**src/rtl/divider_pkg.sv**
```systemverilog
// Shared widths, step count and FSM state type
// for the radix-2 restoring divider.
package divider_pkg;

  localparam int DIV_WIDTH = 32;
  localparam int CNT_W     = 6;

  localparam logic [CNT_W-1:0] LAST_STEP = 6'd31;

  typedef enum logic [1:0] {
    IDLE,
    BUSY,
    DONE
  } state_e;

endpackage

```
**src/rtl/divider_step.sv**
```systemverilog
// One combinational restoring-division step:
// shift, trial subtract, restore on borrow.
import divider_pkg::*;

module divider_step (
  input  logic [DIV_WIDTH-1:0] rem_i,
  input  logic [DIV_WIDTH-1:0] dvd_i,
  input  logic [DIV_WIDTH-1:0] dvs_i,
  output logic [DIV_WIDTH-1:0] rem_o,
  output logic [DIV_WIDTH-1:0] dvd_o
);

  logic [DIV_WIDTH:0] shl;
  logic [DIV_WIDTH:0] trial;
  logic               borrow;

  assign shl   = {rem_i, dvd_i[DIV_WIDTH-1]};
  assign trial = shl - {1'b0, dvs_i};

  // rem_i < dvs_i always holds, so a borrow
  // shows up as the top trial bit.
  assign borrow = trial[DIV_WIDTH];

  assign rem_o = borrow ? shl[DIV_WIDTH-1:0]
                        : trial[DIV_WIDTH-1:0];
  assign dvd_o = {dvd_i[DIV_WIDTH-2:0], ~borrow};

endmodule

```
**src/rtl/divider_32.sv**
```systemverilog
// Unsigned 32-bit sequential divider, one
// quotient bit per clock, 33-edge latency.
import divider_pkg::*;

module divider_32 (
  input  logic        clk,
  input  logic        rst,
  input  logic        ena,
  input  logic [31:0] a,
  input  logic [31:0] b,
  output logic [31:0] q,
  output logic [31:0] r,
  output logic        dne
);

  state_e state_q, state_d;

  logic [CNT_W-1:0]     cnt_q, cnt_d;
  logic [DIV_WIDTH-1:0] rem_q, rem_d;
  logic [DIV_WIDTH-1:0] dvd_q, dvd_d;
  logic [DIV_WIDTH-1:0] dvs_q, dvs_d;
  logic [DIV_WIDTH-1:0] q_q, q_d;
  logic [DIV_WIDTH-1:0] r_q, r_d;
  logic                 dne_q, dne_d;

  logic [DIV_WIDTH-1:0] step_rem;
  logic [DIV_WIDTH-1:0] step_dvd;

  divider_step u_step (
    .rem_i (rem_q),
    .dvd_i (dvd_q),
    .dvs_i (dvs_q),
    .rem_o (step_rem),
    .dvd_o (step_dvd)
  );

  always_comb begin
    state_d = state_q;
    cnt_d   = cnt_q;
    rem_d   = rem_q;
    dvd_d   = dvd_q;
    dvs_d   = dvs_q;
    q_d     = q_q;
    r_d     = r_q;
    dne_d   = dne_q;
    unique case (state_q)
      IDLE: begin
        dne_d = 1'b0;
        if (ena) begin
          dvd_d   = a;
          dvs_d   = b;
          rem_d   = '0;
          cnt_d   = '0;
          state_d = BUSY;
        end
      end
      BUSY: begin
        if (!ena) begin
          dne_d   = 1'b0;
          cnt_d   = '0;
          state_d = IDLE;
        end else begin
          rem_d = step_rem;
          dvd_d = step_dvd;
          cnt_d = cnt_q + 6'd1;
          if (cnt_q == LAST_STEP) begin
            q_d     = step_dvd;
            r_d     = step_rem;
            dne_d   = 1'b1;
            state_d = DONE;
          end
        end
      end
      DONE: begin
        if (!ena) begin
          dne_d   = 1'b0;
          state_d = IDLE;
        end
      end
      default: begin
        dne_d   = 1'b0;
        state_d = IDLE;
      end
    endcase
  end

  always_ff @(posedge clk or negedge rst) begin
    if (!rst) begin
      state_q <= IDLE;
      cnt_q   <= '0;
      rem_q   <= '0;
      dvd_q   <= '0;
      dvs_q   <= '0;
      q_q     <= '0;
      r_q     <= '0;
      dne_q   <= 1'b0;
    end else begin
      state_q <= state_d;
      cnt_q   <= cnt_d;
      rem_q   <= rem_d;
      dvd_q   <= dvd_d;
      dvs_q   <= dvs_d;
      q_q     <= q_d;
      r_q     <= r_d;
      dne_q   <= dne_d;
    end
  end

  assign q   = q_q;
  assign r   = r_q;
  assign dne = dne_q;

endmodule

```
**config.mk**
```make
export PLATFORM = sky130hd
export DESIGN_NAME = divider_32
export DESIGN_NICKNAME = d
export VERILOG_FILES = /design/src/rtl/divider_pkg.sv /design/src/rtl/divider_step.sv /design/src/rtl/divider_32.sv
export SDC_FILE = /design/constraint.sdc
export NUM_CORES = 1
export LEC_CHECK = 0
export CORE_AREA = 5 5 202 204
export CTS_BUF_LIST = sky130_fd_sc_hd__clkbuf_16
export DETAILED_ROUTE_END_ITERATION = 10
export DIE_AREA = 0 0 207 209
export GPL_TIMING_DRIVEN = 0
export SYNTH_ARGS = -nofsm -noshare
export SYNTH_HDL_FRONTEND = slang
export SYNTH_HIERARCHICAL = 1
export SYNTH_SLANG_ARGS = --single-unit
export TNS_END_PERCENT = 20
```
**constraint.sdc**
```tcl
create_clock -name clk -period 4.94 [get_ports clk]
set_clock_uncertainty 0.05 [all_clocks]
set_input_delay 1.482 -clock clk [delete_from_list [all_inputs] [get_ports clk]]
set_output_delay 1.482 -clock clk [all_outputs]
set_load 0.02 [all_outputs]
```
==> results of run 1 <==
==> final timing paths <==
| check | end | slack [ns] | cells past startpoint | from |
|---|---|---|---|---|
| max in group asynchronous | rem_q[15] | 2.96 | 2 | rst |
| worst min register to register | dvd_q[13] | 0.43 | 2 | dvd_q[13] |
| worst min-delay path | dvd_q[13] | 0.43 | 2 | dvd_q[13] |
| worst max-delay path | r[23] | 0.87 | 16 | dvd_q[31] |
| min in group asynchronous | dvd_q[11] | 0.90 | 1 | rst |
| worst max register to register | r[23] | 0.87 | 16 | dvd_q[31] |
==> area by class of cell <==
type,count,area share
clock inverter,15,0.0139
timing repair buffer,132,0.111
tap,525,0.0541
inverter,35,0.0114
buffer,74,0.0462
sequential,169,0.348
clock buffer,17,0.0350
antenna,1,0.000206
multi-input combinational,586,0.380
==> power breakdown <==
part	internal, µW	leakage (µW)	total, µW	switching, µW
logic	1150	0.00301	2310	1160
registers	1550	0.00222	1670	121
clock network	758	0.000288	1380	620
total	3460	0.00552	5360	1910
==> synthesized netlist by cell type (6+ instances only) <==
master      n
buf_4      37
buf_6       9
a21o_1     17
nand3_1    18
inv_1      34
nor2_1     17
buf_1       7
a31oi_1     6
mux2_2     51
mux2i_1    36
o21a_1      8
nor3_1      7
dfrtp_1   169
ha_1       33
a21oi_1    24
xor2_1     13
mux2_4     69
clkbuf_1   12
nand2_1   119
xnor2_1    13
o21ai_0    86
==> sequential cells by signal, summed over array words and instances (netlist names) <==
| register | count |
|---|---|
| dvs_q | 32 |
| state_q | 2 |
| rem_q | 32 |
| cnt_q | 6 |
| r | 32 |
| dne | 1 |
| q | 32 |
| dvd_q | 32 |
==> critical path, cell delays in order (launching register included) <==
cell and delay, ns:
dfrtp_1 0.36, inv_1 0.05, ha_1 0.23, fa_1 0.41, and2b_2 0.25, o2111ai_2 0.13
a21oi_2 0.23, o2111ai_1 0.23, a211oi_2 0.34, nor2_4 0.10, mux2i_4 0.39, and2_4 0.24
buf_12 0.14, inv_8 0.05, buf_12 0.15, mux2_4 0.31, mux2_2 0.26
==> metrics by stage <==
step / hold slack (ns) / TNS, ns / total power [µW]
2_1_floorplan: 0.401 / 0 / 3490
3_3_place_gp: 0.412 / -843.65 / 3970
3_5_place_dp: 0.422 / 0 / 4010
4_1_cts: 0.437 / 0 / 5420
5_1_grt: 0.465 / 0 / 5710
6_report: 0.429 / 0 / 5360
==> cells by family (layout without fill, tap and decap cells) <==
family,after synthesis,in the layout,share of synthesized area
adder cells (fa/ha/maj),34,34,0.0454
other,0,1,0
flip-flops,169,169,0.443
buffers and inverters,109,273,0.0733
multiplexers,157,157,0.209
AND/OR/NAND/NOR,197,197,0.0955
XOR/XNOR,26,26,0.0239
AO/OA/AOI/OAI,172,172,0.110
==> layer usage <==
layer / global-route usage / vias to the layer above / part of all wire
li1: - / 3298 / -
met1: 0.144 / 3308 / 0.47
met2: 0.184 / 122 / 0.47
met3: 0.0374 / 11 / 0.055
met4: 0.0210 / 2 / 0.0057
met5: 0 / - / 0.00053
==> results by group, run 1 <==
Run status
  – Outcome: complete, no violations

CTS
  – Buffer count from post-CTS setup fixing: 0
  – CTS Buf Count: 17
  – # clock sinks: roughly 170
  – CTS Hold Buffers Added: 0
  – H-Tree Depth: 4
  – CTS resizes: 0
  – TritonCTS clock tree: yes
  – Clock Path Buffers: 2
  – Root buf cell: clkbuf_16
  – Clk_lat worst skew: 0.43 ns
  – Clk slew on worst S/H paths: 0.07 ns

Placed design
  – Placed Cells: 1,521
  – PortBufs: 131
  – Dpl hpwl: between 15 and 20 mm
  – Routability Congestion: 0.817
  – Pre-CTS setup slack: around 0.9 ns
  – Dpl cell area: 0.0115 mm²

Drt
  – Vias per cell: roughly 4.3
  – Number of detailed-route iterations in the first pass: 4
  – Number of remaining DRC errors: 0
  – Routed Antenna Nets: 0
  – Routed WL: between 20 and 25 mm
  – WL/cell: ~16 µm
  – Initial DRC count: 300
  – Vias: 6,741

Worst setup path
  – Startpoint Class: flop
  – Crit Path Class: flop to flop
  – CP max FO: 11
  – CP Data Required Time: roughly 5.2 ns
  – Setup crit end kind: flop
  – CP arrival: between 4 and 5 ns

Synthesis
  – Top_reg_cell synth: dfrtp_1
  – Mapped Nets: around 970
  – FFs w/ async S/R, synth: 1.00
  – Synth area leaders: dfrtp_1 (44%), mux2_4 (11%), mux2_2 (6.0%)
  – Synthesized flop and latch total: 169
  – Mapped Cells: roughly 860
  – Leading area contributor after synthesis: dfrtp_1
  – Post-synth EDFFs: 0
  – Warnings from Yosys: 6
  – Syn avg cell area: 11.0 µm²
  – Mapped cell area: 0.00954 mm²
  – Post-synth top area share: 0.443
  – Netlist cell types: a little under 70
  – Seq/Total Area, Yosys: 0.443

Power
  – Power density cells: 442 mW/mm²
  – Max IR drop VDD: 0.264 mV
  – Pleak: 0.00552 µW

Final layout
  – Most frequent cells in the layout: dfrtp_1 (169), clkdlybuf4s50_1 (130), nand2_1 (119)
  – Post-Route Utilization: 0.311
  – Nets: 1,116
  – Area of the multi-input gates: 0.00461 mm²
  – Fraction of layout cells with a size suffix above 1: 0.220
  – Register area: 0.00423 mm²
  – Syn-to-layout area delta: 27.2%
  – Non-filler instance count after layout: between 1,500 and 2,000
  – Final instance area: between 0.01 and 0.015 mm²
  – Fill count: a little over 4,000
  – Most common cell after layout, fill and taps aside: dfrtp_1

Floorplanning
  – Core ar.: roughly 0.04 mm²
  – Num rows: 73
  – Chip Width: approximately 210 µm
  – Die Ht: 209 µm
  – Boundary pin count: approximately 130
  – Die ar.: 0.0433 mm²
  – Starting Density: 0.244

Global routing
  – Initial antenna violation count: 2
  – Largest net degree at the start of global routing: 115
  – Tot GR Track Use: 0.111
  – First-pass GRT wire length: a little under 40 mm
  – Gr ovfl total: 0
  – Vias in the first global route: 7,089

Timing
  – Minimum period implied by the final worst setup slack: 4.07 ns
  – Worst-margin pin slew: 0.837 ns
  – RSZ-0062 raised after global routing: false
  – # setup viols final: 0
  – Hold Violations, Final: 0
  – Period utilization: 0.823
  – Final setup margin: 0.873 ns
  – Fmax: 246 MHz
  – Final number of max-transition violations: 0
  – Max-slew headroom: 0.440

Job
  – Max-cap viol count: 0

Worst hold path
  – Min-delay worst type: flop to flop
Power figures use the tool's default switching activity.
==> run 2: changes to the inputs <==
Clock period 4.94 ns to 3.5 ns, I/O delays scaled along.
==> run 2 against run 1 <==
Compared with the run above: final area is 1.6% higher; via count is 2.2% higher; first-iteration DRC count is 15% higher; clock power is 38% higher; fmax is 17% higher; highest routed layer unchanged; largest cell class unchanged; core utilization is 0.49 points higher; critical path type unchanged.
==> results by group, run 2 (synthesis results as in run 1) <==
Global routing
  – Vias in the first global route: 7,147 (+0.82%)
  – Largest net degree at the start of global routing: 91 (-21%)
  – First-pass GRT wire length: 40.5 mm (+3.8%)
  – Gr ovfl total: 0 (unchanged)
  – Tot GR Track Use: 0.116 (+0.00506)
  – Initial antenna violation count: 2 (unchanged)

Worst setup path
  – Setup crit end kind: flop
  – CP max FO: 8 (-3)
  – Worst path max stage delay: 0.39 ns (-0.02 ns)
  – CP arrival: 3.75 ns (-0.58 ns)
  – Worst path slowest cell: dfrtp_1
  – Worst-path cell chain: ha_2 > fa_2 > and2b_2 > o2111ai_2 > a21oi_2 > o2111ai_2 > a211oi_2 > nor2_4 > mux2i_4 > and2_4 > inv_12 > clkbuf_16 > mux2_4 > mux2_4
  – Crit Path Class: flop to flop
  – Startpoint Class: flop
  – CP Data Required Time: 3.76 ns (-1.44 ns)

CTS
  – TritonCTS clock tree: yes
  – Clock Path Buffers: 2 (unchanged)
  – Root buf cell: clkbuf_16
  – Clk slew on worst S/H paths: 0.07 ns (about the same)
  – H-Tree Depth: 4 (unchanged)
  – Clk_lat worst skew: 0.44 ns (about the same)
  – # clock sinks: 169 (unchanged)
  – CTS Buf Count: 17 (unchanged)

Drt
  – Number of detailed-route iterations in the first pass: 10 (+6)
  – WL/cell: 16.2 µm (+2.8%)
  – Routed Antenna Nets: 0 (unchanged)
  – Vias per cell: 4.39 (+1.3%)
  – Vias: 6,886 (+2.2%)
  – Number of remaining DRC errors: 0 (unchanged)
  – Initial DRC count: 345 (+15%)
  – Routed WL: 25.3 mm (+3.7%)

Floorplanning
  – Die ar.: 0.0433 mm² (unchanged)
  – Num rows: 73 (unchanged)
  – Starting Density: 0.244 (unchanged)
  – Die Ht: 209 µm (unchanged)
  – Core ar.: 0.0391 mm² (unchanged)
  – Boundary pin count: 132 (unchanged)
  – Chip Width: 207 µm (unchanged)

Final layout
  – Fraction of layout cells with a size suffix above 1: 0.241 (+0.0210)
  – Nets: 1,130 (+1.3%)
  – ANT cells: 0 (-1)
  – Register area: 0.00423 mm² (unchanged)
  – Syn-to-layout area delta: 29.2%
  – Post-Route Utilization: 0.315 (+0.00487)
  – Most common cell after layout, fill and taps aside: dfrtp_1
  – Area of the multi-input gates: 0.00469 mm² (+1.7%)
  – Fill count: 4,123 (+1.5%)
  – Most frequent cells in the layout: dfrtp_1 (169), clkdlybuf4s50_1 (130), nand2_1 (115)

Power
  – Power density cells: 640 mW/mm² (+45%)
  – Max IR drop VDD: 0.360 mV (+36%)
  – Pleak: 0.00560 µW (+1.5%)

Placed design
  – Dpl hpwl: 18.2 mm (+0.44%)
  – PortBufs: 131 (unchanged)
  – Routability Congestion: 0.833 (+2.0%)
  – Pre-CTS setup slack: -0.496 ns (-1.39 ns)

Worst hold path
  – Min-delay worst type: flop to flop

Timing
  – Fmax: 287 MHz (+17%)
  – Hold Violations, Final: 0 (unchanged)
  – Final number of max-transition violations: 0 (unchanged)
  – RSZ-0062 raised after global routing: true
  – Final setup margin: 0.0108 ns (-0.862 ns)
  – Period utilization: 0.997 (+0.174)
  – Minimum period implied by the final worst setup slack: 3.49 ns (-0.578 ns)
  – # setup viols final: 0 (unchanged)
  – Worst-margin pin slew: 0.833 ns (-0.00457 ns)
  – Max-slew headroom: 0.443 (+0.00306)

Run status
  – Outcome: complete, no violations

Job
  – Max-cap viol count: 0 (unchanged)
[run 2: changes by cell type in the layout (fill, tap and decap cells not counted), moves of 2 or more]
cell     previous run  this run
nand2_1           119       115
buf_4              37        50
mux2_4             69        77
inv_8               3         0
a21oi_2             1         3
a21oi_1            24        22
o21ai_2             0         3
o21ai_0            86        70
nand2_2             0         4
mux2_2             51        43
o21ai_1             0        13
[run 2: layer usage]
metal	wire length, µm	vias up	global-route usage
li1	-	3322	-
met1	11700	3373	0.156
met2	11800	160	0.185
met3	1510	29	0.0389
met4	308	2	0.0249
met5	13	-	0
[run 2: final timing paths]
check / start / to / slack, ns / depth (start not counted)
setup reg to reg: dvs_q[0] / r[22] / 0.01 / 14
max in group asynchronous: rst / dvs_q[16] / 1.94 / 2
setup / recovery: dvs_q[0] / r[22] / 0.01 / 14
min in group asynchronous: rst / dvd_q[10] / 0.59 / 1
hold reg to reg: dvd_q[28] / dvd_q[28] / 0.43 / 2
hold / removal: dvd_q[28] / dvd_q[28] / 0.43 / 2
[run 2: critical path, delay by kind of cell (launching register included)]
family          cells  cell delay (ns)
compound gates      4             0.80
simple gates        3             0.53
buf+inv             2             0.27
fa+ha+maj           2             0.53
flops               1             0.39
mux                 3             0.76
[run 2: final cells by class]
cell class	count	share of cell area
tap	525	0.0533
buffer	73	0.0438
clock inverter	15	0.0122
clock buffer	17	0.0345
inverter	35	0.0117
sequential	169	0.343
timing repair buffer	147	0.121
multi-input combinational	586	0.380
[run 2: per-stage QoR]
step	area [µm²]	hold slack (ns)	power [µW]	TNS (ns)	instances
after global routing	12300	0.460	8410	-3.29	1567
after detailed placement	11500	0.422	5680	-21.35	1521
after CTS	12200	0.438	7810	-0.582	1562
after global placement	11500	0.414	5630	-1035.55	1520
final	12300	0.434	7890	0	1567
after floorplan	9540	0.401	4930	0	864
[run 2: power breakdown]
group          total [µW]  switching [µW]  internal [µW]
logic                3620            1800           1820
registers            2370             173           2190
clock network        1910             853           1050
[run 2: what timing repair did]
| action | CTS | global route |
|---|---|---|
| resized for setup | 9 | 30 |
| setup endpoints to repair | 66 | 64 |
| hold buffers | 0 | 0 |
| gates cloned | 1 | 1 |
| buffers inserted | 9 | 4 |
| pin swaps | 6 | 2 |
==> run 3: changes to the inputs <==
Settings changed: GPL_ROUTABILITY_DRIVEN from default to 0.
==> results of run 3 <==
Final layout, timing and power as in run 2 (identical DEF).
